## src/rtl/spi_txn_sequencer_if.sv

```systemverilog
// Client-side command and response streams of spi_txn_sequencer.
// The sequencer uses the slave modport; the client uses the master modport.
interface spi_txn_sequencer_if #(
  parameter int SLAVE_COUNT = 4
);
  localparam int AW = (SLAVE_COUNT > 1) ? $clog2(SLAVE_COUNT) : 1;

  logic          cmd_valid;
  logic          cmd_ready;
  logic [AW-1:0] cmd_addr;
  logic [1:0]    cmd_len;
  logic [1:0]    cmd_mode;
  logic [31:0]   cmd_data;
  logic          rsp_valid;
  logic          rsp_ready;
  logic [AW-1:0] rsp_addr;
  logic [31:0]   rsp_data;
  logic          rsp_err;

  modport slave (
    input  cmd_valid, cmd_addr, cmd_len, cmd_mode, cmd_data,
    output cmd_ready,
    output rsp_valid, rsp_addr, rsp_data, rsp_err,
    input  rsp_ready
  );

  modport master (
    output cmd_valid, cmd_addr, cmd_len, cmd_mode, cmd_data,
    input  cmd_ready,
    input  rsp_valid, rsp_addr, rsp_data, rsp_err,
    output rsp_ready
  );
endinterface

```

## src/rtl/spi_txn_sequencer.sv

```systemverilog
// Command-queue front end for the SPI master: buffers commands, launches each one
// with a txn_en pulse, tracks busy_m and returns length-masked responses in order.
module spi_txn_sequencer #(
  parameter int SLAVE_COUNT = 4,
  parameter int CMD_DEPTH   = 4,
  parameter int RSP_DEPTH   = 4,
  parameter int START_TO    = 16,
  localparam int AW = (SLAVE_COUNT > 1) ? $clog2(SLAVE_COUNT) : 1
) (
  input  logic                      sys_clk,
  input  logic                      rst,
  spi_txn_sequencer_if.slave        bus,
  output logic                      txn_en,
  output logic [AW-1:0]             s_addr,
  output logic [1:0]                txn_len,
  output logic [1:0]                spi_mode,
  output logic [31:0]               tx_data_m,
  input  logic                      busy_m,
  input  logic [31:0]               rx_data_m,
  output logic                      seq_busy
);
  localparam int CAW   = $clog2(CMD_DEPTH);
  localparam int RAW   = $clog2(RSP_DEPTH);
  localparam int TW    = $clog2(START_TO + 1);
  localparam int CMD_W = AW + 36;
  localparam int RSP_W = AW + 33;

  localparam logic [CAW-1:0] CPTR_ONE  = CAW'(1);
  localparam logic [CAW:0]   CCNT_ONE  = (CAW + 1)'(1);
  localparam logic [CAW:0]   CCNT_ZERO = (CAW + 1)'(0);
  localparam logic [CAW:0]   CCNT_FULL = (CAW + 1)'(CMD_DEPTH);
  localparam logic [RAW-1:0] RPTR_ONE  = RAW'(1);
  localparam logic [RAW:0]   RCNT_ONE  = (RAW + 1)'(1);
  localparam logic [RAW:0]   RCNT_ZERO = (RAW + 1)'(0);
  localparam logic [RAW:0]   RCNT_FULL = (RAW + 1)'(RSP_DEPTH);
  localparam logic [TW-1:0]  TO_ONE    = TW'(1);
  localparam logic [TW-1:0]  TO_LIMIT  = TW'(START_TO);

  typedef enum logic [2:0] {
    ST_IDLE       = 3'd0,
    ST_LAUNCH     = 3'd1,
    ST_WAIT_START = 3'd2,
    ST_WAIT_DONE  = 3'd3,
    ST_CAPTURE    = 3'd4
  } state_t;

  function automatic logic [31:0] len_mask(input logic [1:0] len);
    logic [31:0] m;
    case (len)
      2'b00:   m = 32'h0000_00FF;
      2'b01:   m = 32'h0000_FFFF;
      2'b10:   m = 32'h00FF_FFFF;
      2'b11:   m = 32'hFFFF_FFFF;
      default: m = 32'hFFFF_FFFF;
    endcase
    return m;
  endfunction

  logic [CMD_W-1:0] cmd_mem_r [CMD_DEPTH];
  logic [CAW-1:0]   cmd_wr_r, cmd_rd_r;
  logic [CAW:0]     cmd_cnt_r;
  logic             cmd_full_s, cmd_empty_s, cmd_push_s, cmd_pop_s;

  logic [RSP_W-1:0] rsp_mem_r [RSP_DEPTH];
  logic [RAW-1:0]   rsp_wr_r, rsp_rd_r;
  logic [RAW:0]     rsp_cnt_r;
  logic             rsp_full_s, rsp_empty_s, rsp_push_s, rsp_pop_s;
  logic [RSP_W-1:0] rsp_wdata_s, rsp_head_s;

  state_t           state_r;
  logic             txn_en_r;
  logic [AW-1:0]    s_addr_r;
  logic [1:0]       txn_len_r, spi_mode_r;
  logic [31:0]      tx_data_r;
  logic [TW-1:0]    to_cnt_r;
  logic             err_r;

  assign cmd_full_s  = (cmd_cnt_r == CCNT_FULL);
  assign cmd_empty_s = (cmd_cnt_r == CCNT_ZERO);
  assign cmd_push_s  = bus.cmd_valid && !cmd_full_s;
  assign cmd_pop_s   = (state_r == ST_IDLE) && !cmd_empty_s;

  assign rsp_full_s  = (rsp_cnt_r == RCNT_FULL);
  assign rsp_empty_s = (rsp_cnt_r == RCNT_ZERO);
  assign rsp_push_s  = (state_r == ST_CAPTURE) && !rsp_full_s;
  assign rsp_pop_s   = !rsp_empty_s && bus.rsp_ready;
  // A timed-out transaction never received anything, so its data is forced to zero.
  assign rsp_wdata_s = {s_addr_r, err_r, err_r ? 32'h0000_0000 : (rx_data_m & len_mask(txn_len_r))};
  assign rsp_head_s  = rsp_mem_r[rsp_rd_r];

  assign bus.cmd_ready = !cmd_full_s;
  assign bus.rsp_valid = !rsp_empty_s;
  assign bus.rsp_addr  = rsp_empty_s ? {AW{1'b0}} : rsp_head_s[RSP_W-1 -: AW];
  assign bus.rsp_err   = rsp_empty_s ? 1'b0 : rsp_head_s[32];
  assign bus.rsp_data  = rsp_empty_s ? 32'h0000_0000 : rsp_head_s[31:0];

  assign txn_en    = txn_en_r;
  assign s_addr    = s_addr_r;
  assign txn_len   = txn_len_r;
  assign spi_mode  = spi_mode_r;
  assign tx_data_m = tx_data_r;
  assign seq_busy  = (state_r != ST_IDLE);

  // Command FIFO storage write.
  always_ff @(posedge sys_clk) begin
    if (cmd_push_s) begin
      cmd_mem_r[cmd_wr_r] <= {bus.cmd_addr, bus.cmd_len, bus.cmd_mode, bus.cmd_data};
    end
  end

  // Command FIFO pointers and occupancy.
  always_ff @(posedge sys_clk) begin
    if (rst) begin
      cmd_wr_r  <= {CAW{1'b0}};
      cmd_rd_r  <= {CAW{1'b0}};
      cmd_cnt_r <= CCNT_ZERO;
    end else begin
      if (cmd_push_s) cmd_wr_r <= cmd_wr_r + CPTR_ONE;
      if (cmd_pop_s)  cmd_rd_r <= cmd_rd_r + CPTR_ONE;
      case ({cmd_push_s, cmd_pop_s})
        2'b10:   cmd_cnt_r <= cmd_cnt_r + CCNT_ONE;
        2'b01:   cmd_cnt_r <= cmd_cnt_r - CCNT_ONE;
        default: cmd_cnt_r <= cmd_cnt_r;
      endcase
    end
  end

  // Response FIFO storage write.
  always_ff @(posedge sys_clk) begin
    if (rsp_push_s) begin
      rsp_mem_r[rsp_wr_r] <= rsp_wdata_s;
    end
  end

  // Response FIFO pointers and occupancy.
  always_ff @(posedge sys_clk) begin
    if (rst) begin
      rsp_wr_r  <= {RAW{1'b0}};
      rsp_rd_r  <= {RAW{1'b0}};
      rsp_cnt_r <= RCNT_ZERO;
    end else begin
      if (rsp_push_s) rsp_wr_r <= rsp_wr_r + RPTR_ONE;
      if (rsp_pop_s)  rsp_rd_r <= rsp_rd_r + RPTR_ONE;
      case ({rsp_push_s, rsp_pop_s})
        2'b10:   rsp_cnt_r <= rsp_cnt_r + RCNT_ONE;
        2'b01:   rsp_cnt_r <= rsp_cnt_r - RCNT_ONE;
        default: rsp_cnt_r <= rsp_cnt_r;
      endcase
    end
  end

  // Transaction sequencer: launch, start timeout, completion and capture.
  always_ff @(posedge sys_clk) begin
    if (rst) begin
      state_r    <= ST_IDLE;
      txn_en_r   <= 1'b0;
      s_addr_r   <= {AW{1'b0}};
      txn_len_r  <= 2'b00;
      spi_mode_r <= 2'b00;
      tx_data_r  <= 32'h0000_0000;
      to_cnt_r   <= {TW{1'b0}};
      err_r      <= 1'b0;
    end else begin
      txn_en_r <= 1'b0;
      case (state_r)
        ST_IDLE: begin
          if (!cmd_empty_s) begin
            {s_addr_r, txn_len_r, spi_mode_r, tx_data_r} <= cmd_mem_r[cmd_rd_r];
            txn_en_r <= 1'b1;
            state_r  <= ST_LAUNCH;
          end
        end
        ST_LAUNCH: begin
          to_cnt_r <= {TW{1'b0}};
          err_r    <= 1'b0;
          state_r  <= ST_WAIT_START;
        end
        ST_WAIT_START: begin
          // busy_m is checked first so a rise on the final count still wins.
          if (busy_m) begin
            state_r <= ST_WAIT_DONE;
          end else begin
            to_cnt_r <= to_cnt_r + TO_ONE;
            if ((to_cnt_r + TO_ONE) == TO_LIMIT) begin
              err_r   <= 1'b1;
              state_r <= ST_CAPTURE;
            end
          end
        end
        ST_WAIT_DONE: begin
          if (!busy_m) begin
            err_r   <= 1'b0;
            state_r <= ST_CAPTURE;
          end
        end
        ST_CAPTURE: begin
          if (!rsp_full_s) state_r <= ST_IDLE;
        end
        default: state_r <= ST_IDLE;
      endcase
    end
  end
endmodule
```

## src/flat_wrapper.sv

```systemverilog
// flat-port wrapper written by rule: the top's interface ports become plain ports
module spi_txn_sequencer_flat 
#(
  parameter int SLAVE_COUNT = 4,
  parameter int CMD_DEPTH   = 4,
  parameter int RSP_DEPTH   = 4,
  parameter int START_TO    = 16,
  localparam int AW = (SLAVE_COUNT > 1) ? $clog2(SLAVE_COUNT) : 1
)
  (sys_clk, rst, txn_en, s_addr, txn_len, spi_mode, tx_data_m, busy_m, rx_data_m, seq_busy, bus_cmd_valid, bus_cmd_addr, bus_cmd_len, bus_cmd_mode, bus_cmd_data, bus_cmd_ready, bus_rsp_valid, bus_rsp_addr, bus_rsp_data, bus_rsp_err, bus_rsp_ready);
  spi_txn_sequencer_if #(.SLAVE_COUNT(SLAVE_COUNT)) bus_i ();
  input  logic sys_clk;
  input  logic rst;
  output logic txn_en;
  output logic [AW-1:0] s_addr;
  output logic [1:0] txn_len;
  output logic [1:0] spi_mode;
  output logic [31:0] tx_data_m;
  input  logic busy_m;
  input  logic [31:0] rx_data_m;
  output logic seq_busy;
  input wire logic [$bits(bus_i.cmd_valid)-1:0] bus_cmd_valid;
  input wire logic [$bits(bus_i.cmd_addr)-1:0] bus_cmd_addr;
  input wire logic [$bits(bus_i.cmd_len)-1:0] bus_cmd_len;
  input wire logic [$bits(bus_i.cmd_mode)-1:0] bus_cmd_mode;
  input wire logic [$bits(bus_i.cmd_data)-1:0] bus_cmd_data;
  output wire logic [$bits(bus_i.cmd_ready)-1:0] bus_cmd_ready;
  output wire logic [$bits(bus_i.rsp_valid)-1:0] bus_rsp_valid;
  output wire logic [$bits(bus_i.rsp_addr)-1:0] bus_rsp_addr;
  output wire logic [$bits(bus_i.rsp_data)-1:0] bus_rsp_data;
  output wire logic [$bits(bus_i.rsp_err)-1:0] bus_rsp_err;
  input wire logic [$bits(bus_i.rsp_ready)-1:0] bus_rsp_ready;
  assign bus_i.cmd_valid = bus_cmd_valid;
  assign bus_i.cmd_addr = bus_cmd_addr;
  assign bus_i.cmd_len = bus_cmd_len;
  assign bus_i.cmd_mode = bus_cmd_mode;
  assign bus_i.cmd_data = bus_cmd_data;
  assign bus_cmd_ready = bus_i.cmd_ready;
  assign bus_rsp_valid = bus_i.rsp_valid;
  assign bus_rsp_addr = bus_i.rsp_addr;
  assign bus_rsp_data = bus_i.rsp_data;
  assign bus_rsp_err = bus_i.rsp_err;
  assign bus_i.rsp_ready = bus_rsp_ready;
  spi_txn_sequencer #(.SLAVE_COUNT(SLAVE_COUNT), .CMD_DEPTH(CMD_DEPTH), .RSP_DEPTH(RSP_DEPTH), .START_TO(START_TO)) u_core (.sys_clk(sys_clk), .rst(rst), .bus(bus_i), .txn_en(txn_en), .s_addr(s_addr), .txn_len(txn_len), .spi_mode(spi_mode), .tx_data_m(tx_data_m), .busy_m(busy_m), .rx_data_m(rx_data_m), .seq_busy(seq_busy));
endmodule
```

## config.mk

```make
export PLATFORM = sky130hd
export DESIGN_NAME = spi_txn_sequencer_flat
export DESIGN_NICKNAME = d
export VERILOG_FILES = /design/src/rtl/spi_txn_sequencer_if.sv /design/src/rtl/spi_txn_sequencer.sv /design/src/flat_wrapper.sv
export SDC_FILE = /design/constraint.sdc
export NUM_CORES = 1
export LEC_CHECK = 0
export CAP_MARGIN = 20
export CORE_MARGIN = 8
export CORE_UTILIZATION = 60
export DETAILED_ROUTE_END_ITERATION = 10
export GPL_TIMING_DRIVEN = 0
export PLACE_DENSITY = 0.85
export SYNTH_ARGS = -nofsm -noshare
export SYNTH_HDL_FRONTEND = slang
export SYNTH_SLANG_ARGS = --single-unit
```

## constraint.sdc

```tcl
create_clock -name sys_clk -period 6 [get_ports sys_clk]
set_clock_uncertainty 0.15 [all_clocks]
set_input_delay 0.6 -clock sys_clk [delete_from_list [all_inputs] [get_ports sys_clk]]
set_output_delay 0.6 -clock sys_clk [all_outputs]
set_load 0.005 [all_outputs]
```

==> impl_metrics.toml <==
[outcome]
status = "finished, final reports clean"

[synthesis]
synthArstFlopShare_pct = 0
ys.flop_type = "edfxtp_1"
synth_area_per_cell_um2 = 17.4
synth-seq-cells = 356
ys_seq_area_share_pct = 73.5
synth-edff-count = 292
synthCells = 787
synth_area_um2 = 13700
synth.distinct_cells = 38
synth_warnings = 0
synthesis.nets = 875

[die]
coreArea_um2 = 22500
die_w_um = 167
row_count = 55
start_util_pct = 60.7
die_area_um2 = 27900
die_y_um = 167
num_io_pins = 152

[routing]
drt_first_pass_iters = 5
drt-wirelength-per-cell_um = 22.1
wl_mm = 28.5
vias = 7475
initialDrtViolationCount = 471
drc = 0
via_per_inst = 5.78
detail-route-antenna-nets = 0

[timing]
tightest_slew_ps = 681
rsz0062_at_grt = "no"
worst_slack_ps = 2520
min_period_ps = 3480
setup_tns_ps = 0
timing.fmax_mhz = 287
post-route-period-util_pct = 58.0
slew-limit-headroom_pct = 54.6
hold_viol = 0
setup_viol = 0
slew_violations = 0

[critical_path]
critPathSlowestCell = "clkbuf_1"
worst-setup-path-type = "flip-flop to output pin"
r2r-end = "u_core.rsp_cnt_r[2]"
required_ps = 5250
worstSetupStartpointType = "flip-flop"
rrSetupSlack_ps = 3180
rr_startpoint = "u_core.rsp_cnt_r[0]"
endpoint_kind = "output pin"
crit_fanout = 10
arrival_ps = 2730
reg2reg_depth = 10
crit_chain = "clkbuf_1 -> clkbuf_1 -> mux4_2 -> and2_1 -> clkdlybuf4s50_1"
slowest_delay_ps = 550
crit_path_frequent_cell = "clkbuf_1"

[clocking]
clkTransAtPathRegs_ps = 70
cts_setup_buffers = 0
cts_inserted_buffers = 35
cts_hold_buf = 0
worstSkewPairLatency_ps = 510
cts.sinks = 356
cts_resized = 0
clockBufferDepth = 3
h-tree-depth = 2
cts_tree = "done"
root_buffer = "clkbuf_16"

[placement]
dp_hpwl_mm = 18.7
place_ws_ps = 3020
numPortBuffers = 150
placed_area_um2 = 15700
place.gp.congestion = 0.775
placed_cells_incl_taps = 1230

[global_routing]
grt_pass1_wl_mm = 44.9
grt.total_usage_pct = 20.6
overflow = 0
antenna_found_initial = 0
grt_pass1_vias = 8024
grt_max_degree = 36

[power]
finalPower_mw = 6.64
powerDensity_nw_per_um2 = 395
peakVddDrop_mv = 0.293
leakage_nw = 5.62

[hold_path]
hp-class = "input port to flip-flop"
hp-start = "rst"
hold_depth = 2
worstHoldEndpoint = "u_core.state_r[0]"

[final_layout]
fin_nets = 1070
fin_area_um2 = 16800
area_growth_pct = 23.1
seq_area_um2 = 10000
drive_above_1_share_pct = 16.3
fillers = 1298
multi_input_area_um2 = 3360
final_common_cell = "edfxtp_1"
mostFrequentLayoutCells = "edfxtp_1 (292), clkdlybuf4s50_1 (150), nand2_1 (85)"
final_cells = 1293

[flow_run]
cap_violations = 0
[worst max path at each step]
| stage | cells past startpoint | from | slack [ps] | to |
|---|---|---|---|---|
| floorplan | 10 | u_core.rsp_cnt_r[0] | 3460 | u_core.rsp_cnt_r[2] |
| global placement | 2 | bus_cmd_valid | 2630 | u_core.cmd_mem_r[0][6] |
| detailed placement | 5 | flip-flop | 3020 | bus_rsp_data[31] |
| CTS | 5 | flip-flop | 2470 | bus_rsp_data[4] |
| global route | 5 | flip-flop | 2400 | bus_rsp_data[1] |
| finish | 5 | flip-flop | 2520 | bus_rsp_data[5] |
[cell usage after synthesis (2+ instances only)]
master | number | area (µm²)
mux2i_1 | 2 | 20.0
nand3_1 | 5 | 25.0
nor2b_1 | 11 | 68.8
and2b_2 | 2 | 17.5
xor2_1 | 5 | 43.8
mux4_2 | 73 | 1640
ha_1 | 11 | 138
buf_2 | 15 | 75.1
nor3_1 | 3 | 15.0
or3b_1 | 2 | 17.5
dfxtp_1 | 64 | 1280
a21oi_1 | 50 | 250
and2_1 | 58 | 363
and3_1 | 13 | 81.3
buf_4 | 4 | 30.0
o21ai_0 | 7 | 35.0
nand2b_1 | 2 | 12.5
nor2_1 | 20 | 75.1
fa_1 | 2 | 40.0
nor3b_1 | 2 | 15.0
or3_1 | 6 | 37.5
xnor2_1 | 5 | 43.8
a311oi_1 | 2 | 17.5
edfxtp_1 | 292 | 8770
inv_1 | 13 | 48.8
nand2_1 | 85 | 319
clkbuf_1 | 22 | 82.6
[stage by stage]
| step | utilization [%] | hold WS (ps) |
|---|---|---|
| 2_1_floorplan | - | 302 |
| 3_3_place_gp | 69.0 | 294 |
| 3_5_place_dp | 69.9 | 298 |
| 4_1_cts | 74.8 | 198 |
| 5_1_grt | 74.8 | 197 |
| 6_report | 74.8 | 205 |
[per-layer routing]
metal / global-route usage [%] / wire (µm)
met1: 25.6 / 11300
met2: 35.5 / 14700
met3: 5.46 / 2110
met4: 5.52 / 493
met5: 0 / 0
[cell families after synthesis]
family | synth area share, %
simple gates | 7.88
fa+ha+maj | 1.30
compound gates | 2.51
flops | 73.5
mux | 12.2
xor+xnor | 0.641
buf+inv | 1.97
[final cells by class]
type                            count  share of cell area [%]
Antenna cell                        1                  0.0149
Buffer                             44                    1.31
Clock buffer                       47                    5.65
Clock inverter                     15                   0.929
Inverter                           13                   0.290
Multi-Input combinational cell    374                    20.0
Sequential cell                   356                    59.7
Tap cell                          285                    2.12
Timing Repair Buffer              158                    10.0
[where the power goes]
group / internal (mW) / switching (mW) / leakage [nW]
Combinational: 0.663 / 0.742 / 1.85
Sequential: 2.98 / 0.142 / 3.23
Clock: 1.25 / 0.872 / 0.545
[registers in the layout, summed over array words and instances (netlist names), 3 cells and up, named ones only]
name              cells
u_core.cmd_cnt_r      3
u_core.state_r        3
u_core.rsp_mem_r    140
u_core.cmd_mem_r    152
u_core.to_cnt_r       5
u_core.tx_data_m     32
u_core.rsp_cnt_r      3
[worst max-delay path, delay by kind of cell, from the launching register on]
kind | cells | cell delay, ps
buf+inv | 3 | 1340
flops | 1 | 300
mux | 1 | 410
simple gates | 1 | 170
(Power assumes the default switching activity.)
